===== src/rtl/spi_regfile_slave.sv =====
// SPI mode-0 slave giving an external master read/write access to a small
// register file. All SPI pins are brought into the clk domain and handled
// there; the register file, strobes and frame pulse are plain clk-domain flops.
//
// Frame: CS low, one command byte (bit 7 = read, bits 6:0 = start address),
// then any number of DATA_W-bit words; the address advances after each word.
module spi_regfile_slave #(
  parameter int                          DATA_W    = 8,
  parameter int                          NUM_REGS  = 8,
  parameter logic [NUM_REGS*DATA_W-1:0]  RESET_VAL = '0
) (
  input  logic                         clk,
  input  logic                         rst,
  input  logic                         spi_sclk,
  input  logic                         spi_cs_n,
  input  logic                         spi_mosi,
  output logic                         spi_miso,
  output logic                         spi_miso_oe,
  output logic [NUM_REGS*DATA_W-1:0]   regs_out,
  output logic [NUM_REGS-1:0]          wr_strobe,
  output logic                         frame_done
);

  localparam int CNT_W = $clog2(DATA_W);
  localparam int PTR_W = 7;

  typedef enum logic [1:0] {
    IDLE,
    CMD,
    WR_DATA,
    RD_DATA
  } state_e;

  // Synchroniser and edge-detect state
  logic [1:0] sclk_sync_q;
  logic [1:0] cs_sync_q;
  logic [1:0] mosi_sync_q;
  logic       sclk_prev_q;
  logic       sclk_s;
  logic       cs_s;
  logic       mosi_s;
  logic       sclk_rise;
  logic       sclk_fall;

  // Frame state
  state_e              state_q;
  logic [CNT_W-1:0]    bit_cnt_q;
  logic [PTR_W-1:0]    ptr_q;
  logic [PTR_W-1:0]    ptr_d;
  logic [DATA_W-1:0]   shift_q;
  logic [DATA_W-1:0]   rd_sr_q;
  logic [DATA_W-1:0]   rd_word_d;
  logic                miso_q;
  logic                wr_pend_q;
  logic                rd_load_q;
  logic                frame_done_q;
  logic                armed_q;
  logic                wr_en;

  // Register file
  logic [NUM_REGS*DATA_W-1:0] regs_q;
  logic [NUM_REGS-1:0]        wr_strobe_q;

  // Two-flop synchronisers for all SPI inputs plus the SCLK edge detector.
  // CS resets to "low" so a CS already low at reset release is not mistaken
  // for a fresh idle period; the block must see a real high first.
  // NOTE: every clocked block uses non-blocking assignments so all flops
  // sample their inputs from the same edge, independent of statement order.
  always_ff @(posedge clk or posedge rst) begin
    if (rst) begin
      sclk_sync_q <= '0;
      cs_sync_q   <= '0;
      mosi_sync_q <= '0;
      sclk_prev_q <= 1'b0;
    end else begin
      sclk_sync_q <= {sclk_sync_q[0], spi_sclk};
      cs_sync_q   <= {cs_sync_q[0], spi_cs_n};
      mosi_sync_q <= {mosi_sync_q[0], spi_mosi};
      sclk_prev_q <= sclk_sync_q[1];
    end
  end

  assign sclk_s    = sclk_sync_q[1];
  assign cs_s      = cs_sync_q[1];
  assign mosi_s    = mosi_sync_q[1];
  assign sclk_rise = sclk_s & ~sclk_prev_q;
  assign sclk_fall = ~sclk_s & sclk_prev_q;

  // Pointer advance: wraps at the top of the implemented file; pointers that
  // started out of range simply count on modulo 128.
  always_comb begin
    // NOTE: combinational outputs get a default first so no path leaves them
    // unassigned, which would otherwise infer a latch.
    ptr_d = ptr_q + 7'd1;
    if (ptr_q == PTR_W'(NUM_REGS - 1)) ptr_d = '0;
  end

  // Read mux: register at the pointer, zero for unimplemented addresses.
  always_comb begin
    rd_word_d = '0;
    for (int k = 0; k < NUM_REGS; k++) begin
      if (ptr_q == PTR_W'(k)) rd_word_d = regs_q[k*DATA_W +: DATA_W];
    end
  end

  // Frame FSM: command decode, data shifting, MISO generation, frame pulse.
  always_ff @(posedge clk or posedge rst) begin
    if (rst) begin
      state_q      <= IDLE;
      bit_cnt_q    <= '0;
      ptr_q        <= '0;
      shift_q      <= '0;
      rd_sr_q      <= '0;
      miso_q       <= 1'b0;
      wr_pend_q    <= 1'b0;
      rd_load_q    <= 1'b0;
      frame_done_q <= 1'b0;
      armed_q      <= 1'b0;
    end else begin
      frame_done_q <= 1'b0;
      wr_pend_q    <= 1'b0;
      rd_load_q    <= 1'b0;
      if (cs_s) armed_q <= 1'b1;

      if (state_q == IDLE) begin
        bit_cnt_q <= '0;
        miso_q    <= 1'b0;
        if (!cs_s && armed_q) state_q <= CMD;
      end else if (cs_s) begin
        // CS release wins over any SCLK edge seen in the same cycle, so a
        // partially shifted word is dropped here.
        state_q   <= IDLE;
        bit_cnt_q <= '0;
        miso_q    <= 1'b0;
        if (state_q != CMD) frame_done_q <= 1'b1;
      end else begin
        case (state_q)
          CMD: begin
            if (sclk_rise) begin
              shift_q <= {shift_q[DATA_W-2:0], mosi_s};
              if (bit_cnt_q == CNT_W'(7)) begin
                bit_cnt_q <= '0;
                ptr_q     <= {shift_q[5:0], mosi_s};
                state_q   <= shift_q[6] ? RD_DATA : WR_DATA;
                rd_load_q <= shift_q[6];
              end else begin
                bit_cnt_q <= bit_cnt_q + 1'b1;
              end
            end
          end

          WR_DATA: begin
            // The register block commits the word this cycle; move on.
            if (wr_pend_q) ptr_q <= ptr_d;
            if (sclk_rise) begin
              shift_q <= {shift_q[DATA_W-2:0], mosi_s};
              if (bit_cnt_q == CNT_W'(DATA_W - 1)) begin
                bit_cnt_q <= '0;
                wr_pend_q <= 1'b1;
              end else begin
                bit_cnt_q <= bit_cnt_q + 1'b1;
              end
            end
          end

          RD_DATA: begin
            if (rd_load_q) rd_sr_q <= rd_word_d;
            if (sclk_fall) begin
              miso_q  <= rd_sr_q[DATA_W-1];
              rd_sr_q <= {rd_sr_q[DATA_W-2:0], 1'b0};
            end
            if (sclk_rise) begin
              if (bit_cnt_q == CNT_W'(DATA_W - 1)) begin
                bit_cnt_q <= '0;
                ptr_q     <= ptr_d;
                rd_load_q <= 1'b1;
              end else begin
                bit_cnt_q <= bit_cnt_q + 1'b1;
              end
            end
          end

          default: state_q <= IDLE;
        endcase
      end
    end
  end

  // A completed word is committed one cycle after its last bit, unless CS
  // has risen by then; out-of-range pointers match no register.
  assign wr_en = wr_pend_q & ~cs_s;

  // Register file with per-register write strobes.
  // NOTE: the file is a handful of flops, not a RAM macro, so it takes the
  // async reset and loads RESET_VAL directly.
  always_ff @(posedge clk or posedge rst) begin
    if (rst) begin
      regs_q      <= RESET_VAL;
      wr_strobe_q <= '0;
    end else begin
      wr_strobe_q <= '0;
      if (wr_en) begin
        for (int k = 0; k < NUM_REGS; k++) begin
          if (ptr_q == PTR_W'(k)) begin
            regs_q[k*DATA_W +: DATA_W] <= shift_q;
            wr_strobe_q[k]             <= 1'b1;
          end
        end
      end
    end
  end

  assign spi_miso_oe = (state_q == RD_DATA);
  assign spi_miso    = miso_q & spi_miso_oe;
  assign regs_out    = regs_q;
  assign wr_strobe   = wr_strobe_q;
  assign frame_done  = frame_done_q;

endmodule


===== config.mk =====
export PLATFORM = sky130hd
export DESIGN_NAME = spi_regfile_slave
export DESIGN_NICKNAME = d
export VERILOG_FILES = /design/src/rtl/spi_regfile_slave.sv
export SDC_FILE = /design/constraint.sdc
export NUM_CORES = 1
export LEC_CHECK = 0
export BUFFER_PORTS_ARGS = -buffer_cell sky130_fd_sc_hd__buf_2
export CAP_MARGIN = 10
export CORE_MARGIN = 3
export CORE_UTILIZATION = 41
export CTS_BUF_LIST = sky130_fd_sc_hd__clkbuf_4 sky130_fd_sc_hd__clkbuf_8 sky130_fd_sc_hd__clkbuf_16
export CTS_CLUSTER_DIAMETER = 120
export CTS_CLUSTER_SIZE = 25
export DETAILED_ROUTE_END_ITERATION = 8
export GPL_TIMING_DRIVEN = 1
export PLACE_DENSITY = 0.69
export SLEW_MARGIN = 30
export SYNTH_ARGS = -nofsm -noshare
export SYNTH_HDL_FRONTEND = slang
export SYNTH_SLANG_ARGS = --single-unit

===== constraint.sdc =====
create_clock -name clk -period 8.2 [get_ports clk]
set_input_delay 1.64 -clock clk [delete_from_list [all_inputs] [get_ports clk]]
set_output_delay 1.64 -clock clk [all_outputs]
set_load 0.01 [all_outputs]

## Word-level counts from Yosys, hierarchy flattened

Index checks and enable logic that the tools add are counted.

| word-level totals | value |
|---|---|
| register bits | 112 |
| latch bits | 0 |
| RAM bits | 0 |
| memory bits (read-only) | 0 |
| bits of input ports | 5 |
| output and inout port bits | 75 |
| word-level logic and storage cells | 136 |
| memories | 0 |

| cells by class | value |
|---|---|
| add/subtract/negate cells | 2 |
| $mul | 0 |
| divide/modulo/power cells | 0 |
| $lt $le $gt $ge | 0 |
| equal/unequal tests | 21 |
| shift operators | 0 |
| multiplexer cells | 55 |
| bitwise logic cells | 8 |
| reduce and logical (&&, ||, !) cells | 27 |

Operator list:

| kind | number |
|---|---|
| $mux 8 | 11 |
| $mux 7 | 6 |
| $eq 7x3->1 const B | 4 |
| $mux 1 | 25 |
| $pmux 7 s3 | 1 |
| $reduce_and 2->1 | 10 |
| $mux 3 | 5 |
| $reduce_bool 3->1 | 5 |
| $eq 7x2->1 const B | 2 |
| $reduce_and 4->1 | 3 |
| $mux 2 | 5 |
| $ne 2x1->1 const B | 4 |
| $ne 4x4->1 const B | 2 |
| $reduce_and 8->1 | 1 |
| $add 7x1->7 const B | 1 |
| $eq 7x1->1 const B | 1 |
| $logic_not 7->1 | 1 |
| $ne 2x2->1 const B | 3 |
| $and 1x1->1 | 4 |
| $eq 2x2->1 const B | 2 |
| $not 1->1 | 4 |
| $pmux 2 s2 | 1 |
| $reduce_or 2->1 | 2 |
| $add 3x1->3 const B | 1 |
| other kinds (9) | 9 |

## Longest topological paths before layout

| logic depth | value |
|---|---|
| depth in word-level cells | 11 |
| depth in mapped cells | 8 |
| depth with buffers taken out | 7 |

## Worst setup path after synthesis

Ideal clock, no wire load.

| timing path | value |
|---|---|
| path type | register to output |
| start | register state_q[0] |
| end | output port spi_miso |
| arrival time | 917 ps |
| required time | 6560 ps |
| path slack | 5643 ps |
| stages on the path, launching flop included | 3 |
| buffers on the path | 0 |
| cells stage by stage | dfrtp_1 -> ha_1 -> and2_1 |

| on the way | value |
|---|---|
| word-level cells in the longest chain between the ends | 2 |

RTL lines:

| what | line | RTL |
|---|---|---|
| start: declaration | 46 | `state_e state_q;` |
| start signal: assignment | 144 | `state_q <= shift_q[6] ? RD_DATA : WR_DATA;` |
| $eq 2x2->1 | 213 | `assign spi_miso_oe = (state_q == RD_DATA);` |
| named net spi_miso_oe | 18 | `output logic spi_miso_oe,` |
| $and 1x1->1 | 214 | `assign spi_miso = miso_q & spi_miso_oe;` |
| end: declaration | 17 | `output logic spi_miso,` |

The timed path passes the listed nets, and every way through them passes these cells.

## Worst setup path after layout

| timing path | value |
|---|---|
| start | register state_q[0] |
| end | output port spi_miso |

| on the way | value |
|---|---|
| word-level cells in the longest chain between the ends | 2 |

RTL lines:

| what | line |
|---|---|
| $eq 2x2->1 | 213 |
| $and 1x1->1 | 214 |

Every way passes these cells.

==> implementation parameters <==
Parameter                              Value

Setup path
  Worst path top cell family by delay ... flip-flops
  Logic depth of the worst register-to-register path ... 6
  Endpoint of the worst setup timing path ... spi_miso
  Launch point of the worst reg-to-reg path ... state_q[0]
  Terminus of the critical flop-to-flop path ... rd_sr_q[6]
  R2R Setup Slk ... between 5000 and 6000 ps
  Critical-path top delay cell ... sky130_fd_sc_hd__dfrtp_1
  Type of the setup path with the least slack ... reg -> out
  Maximum fanout count along the critical path ... 8
  Timing startpoint of the critical path ... state_q[0]
  Worst path buffer plus inverter count ... 1
  Delay of the slowest cell on the worst path ... about 440 ps
  Capturing element type of the critical path ... output pin
  Data required time of the critical path ... around 6600 ps
  Kind of start point of the critical path ... flip-flop
  Stages on the worst setup path ... 3
  Chain of cells forming the critical path ... ha_1 > and2_1 > buf_2
  Crit path DAT ... about 1500 ps

Final layout
  Design Area, Final ... around 0.0061 sq mm
  Filler Cell Count ... about 1100
  Total number of nets in the final design ... around 530
  Number of standard cells in the layout, taps in and fillers out ... a little under 700
  Synth-to-Final Area Change ... 14.6%
  Ratio of cells with drive above 1 in the final layout ... a little over a third
  Number of inserted diodes ... 0

Place
  Number of buffers added on ports ... 79
  Cell area after placement ... 0.00578 sq mm
  Final weighted congestion in routability-driven placement ... between 0.8 and 0.9
  Detailed placement HPWL ... ~9400 microns
  Placement Setup Slack ... between 5000 and 6000 ps
  Cells after DPL ... 674

Timing
  Fin crit share ... 37.8%
  Slew at the pin closest to its max-slew limit ... approximately 940 ps
  Count of final max-slew check failures ... 0
  Worst slew margin relative to its limit ... between 30% and 40%
  Total Negative Setup Slacks ... 0 ps
  Count of final hold-check violations ... 0
  Final number of setup-violating endpoints ... 0
  RSZ-0062 raised after global routing ... no
  Worst Clk Skew ... about 8.3 ps
  Minimum setup slack in the final design ... ~5000 ps
  Post-layout min period ... approximately 3100 ps
  Achievable frequency ... approximately 320 MHz

Detailed routing
  Routed vias ... just under 4000
  Vias/cell ... 5.67
  First DRT Iteration DRCs ... 370
  Routed Antenna Nets ... 0
  Remaining design rule violation count ... 0
  Iteration count of the initial detailed-routing pass ... 5
  WL/cell ... 19.3 microns
  Final wirelength ... ~13000 microns

Power
  Static Leakage ... around 0.0032 uW
  Power Dens Cells ... around 250 mW/mm^2
  Power Total ... approximately 1600 uW
  Largest voltage drop on the vdd net ... 0.121 mV

Outcome
  Run status ... complete, no violations

Global route
  Global-route wire length before repair ... between 20000 and 25000 microns
  Initial antenna violation count ... 0
  Overall routing resource usage ... between 10% and 20%
  Largest net degree at the start of global routing ... just over 60
  GRT Residual Overflow ... 0
  Via count of the first global-routing pass ... 3875

Yosys
  Post-synthesis net count ... between 400 and 500
  Post-Syn Instances ... between 400 and 500
  Area of the mapped netlist ... 0.00532 sq mm
  Average size of a mapped cell ... around 12 sq um
  Warnings from Yosys ... 0
  Sequential cell area fraction in the yosys report ... a little over half
  Area fraction of the dominant cell type after synthesis ... between 50% and 60%
  Ranking of synthesized cells by area ... sky130_fd_sc_hd__dfrtp_1, sky130_fd_sc_hd__mux2_2, sky130_fd_sc_hd__a221oi_1
  Synth Register Bits ... 112
  Number of unique standard cell types used by synthesis ... 57
  Dominant cell type by area after synthesis ... sky130_fd_sc_hd__dfrtp_1

Clock tree
  Clock network latency to the later pin of the worst-skew pair ... ~360 ps
  Clock Root Buffer ... sky130_fd_sc_hd__clkbuf_16
  Clock Sink Count ... between 100 and 150
  Clock transition at the register clock pins on the worst setup and hold paths after CTS ... 70 ps
  Largest buffer count on any clock path ... 2
  Post_cts resized ... 0
  Htree depth ... 3
  Post-CTS setup buffer count ... 0
  Cts hold-fix bufs ... 0
  CTS tree ... yes
  Number of CTS-inserted buffers ... 9

Die
  Initial standard-cell utilization of the core ... 43.1%
  Area of the die ... 0.0144 sq mm
  Chip height ... 120 microns
  Cell row count ... 40
  Width of the chip ... between 100 and 150 microns
  Area of the placeable core ... between 0.01 and 0.015 sq mm
  Ports ... 80

Hold path
  Worst Hold Path Cells ... 0
  Hold Path Class ... reg -> reg

Run
  Max-capacitance violation count ... 0
[metrics by stage]
step	util, %	hold slack [ps]
floorplan	-	331
global placement	46.8	335
detailed placement	46.8	336
CTS	49.2	361
global route	49.3	365
finish	49.3	356
[state kept, by name, indices dropped and copies added, names as in the netlist]
name         count
sclk_prev_q      1
wr_strobe        8
miso_q           1
rd_sr_q          8
bit_cnt_q        3
state_q          2
regs_out        64
sclk_sync_q      2
armed_q          1
cs_sync_q        2
ptr_q            7
wr_pend_q        1
mosi_sync_q      2
frame_done       1
rd_load_q        1
shift_q          8
[metal layers]
layer  up-vias  share of wire, %  track usage (%)  routed length (microns)
li1       1799                 -                -                        -
met1      1963                47             26.7                     6240
met2       133                46             29.6                     6120
met3        17               5.9             4.24                      781
met4         0               1.3             4.37                      174
met5         -                 0                0                        0
[kinds of logic (layout without fill, tap and decap cells)]
| logic type | after synthesis | after routing | synth area share, % |
|---|---|---|---|
| compound gates | 94 | 94 | 13.1 |
| fa+ha+maj | 11 | 11 | 2.59 |
| buf+inv | 43 | 116 | 4.40 |
| flops | 112 | 112 | 52.7 |
| mux | 74 | 74 | 15.6 |
| simple gates | 115 | 115 | 11.6 |
[cell usage after synthesis, drive strengths merged]
master	count
dfrtp	112
mux2	72
nand2	33
nor2	21
o21ai	21
inv	19
a221oi	18
clkbuf	18
a21oi	14
and3	12
nor3	12
ha	11
nand3	11
o211ai	7
buf	6
nor2b	6
o31ai	6
o221ai	5
a32oi	4
nand2b	4
a221o	3
nor3b	3
o22ai	3
and2	2
mux2i	2
nor4	2
o21a	2
o311ai	2
or2	2
or2b	2
or3	2
a2111oi	1
a211o	1
a211oi	1
a21o	1
a311oi	1
and4	1
nand4b	1
o221a	1
o22a	1
o2bb2ai	1
o41a	1
or4b	1
[layout by cell type, fill, tap and decap left out, types with 4 or more instances in the layout]
| cell | netlist | routed |
|---|---|---|
| sky130_fd_sc_hd__buf_2 | 3 | 79 |
| sky130_fd_sc_hd__inv_1 | 19 | 18 |
| sky130_fd_sc_hd__dfrtp_1 | 112 | 112 |
| sky130_fd_sc_hd__o31ai_1 | 6 | 6 |
| sky130_fd_sc_hd__nor2_1 | 20 | 19 |
| sky130_fd_sc_hd__o211ai_1 | 7 | 7 |
| sky130_fd_sc_hd__nand3_1 | 11 | 11 |
| sky130_fd_sc_hd__a221oi_1 | 17 | 17 |
| sky130_fd_sc_hd__clkbuf_16 | 0 | 9 |
| sky130_fd_sc_hd__nor3_1 | 10 | 9 |
| sky130_fd_sc_hd__mux2_2 | 72 | 72 |
| sky130_fd_sc_hd__o21ai_0 | 19 | 19 |
| sky130_fd_sc_hd__nor2b_1 | 6 | 6 |
| sky130_fd_sc_hd__a32oi_1 | 4 | 4 |
| sky130_fd_sc_hd__nand2b_1 | 4 | 4 |
| sky130_fd_sc_hd__a21oi_1 | 14 | 14 |
| sky130_fd_sc_hd__o221ai_1 | 5 | 5 |
| sky130_fd_sc_hd__ha_1 | 11 | 11 |
| sky130_fd_sc_hd__and3_1 | 9 | 9 |
| sky130_fd_sc_hd__nand2_1 | 31 | 31 |
[area by class of cell]
class | instances | area (sq um) | area share (%)
clock inverter | 6 | 65.1 | 1.07
inverter | 19 | 73.8 | 1.21
timing repair buffer | 81 | 410 | 6.73
tap | 168 | 210 | 3.45
clock buffer | 10 | 239 | 3.92
multi-input combinational | 294 | 2300 | 37.7
sequential | 112 | 2800 | 46.0
[report_power, final]
group | internal (uW) | switching (uW)
registers | 595 | 104
logic | 153 | 246
clock network | 247 | 206
[how the worst min path moves through the flow]
stage | slack, ps | to | start
2_1_floorplan | 330 | cs_sync_q[1] | cs_sync_q[0]
3_3_place_gp | 340 | cs_sync_q[1] | cs_sync_q[0]
3_5_place_dp | 340 | sclk_sync_q[1] | sclk_sync_q[0]
4_1_cts | 360 | sclk_sync_q[1] | sclk_sync_q[0]
5_1_grt | 360 | cs_sync_q[1] | cs_sync_q[0]
6_report | 360 | sclk_sync_q[1] | sclk_sync_q[0]
No activity file was read; power rests on OpenSTA's default activity.
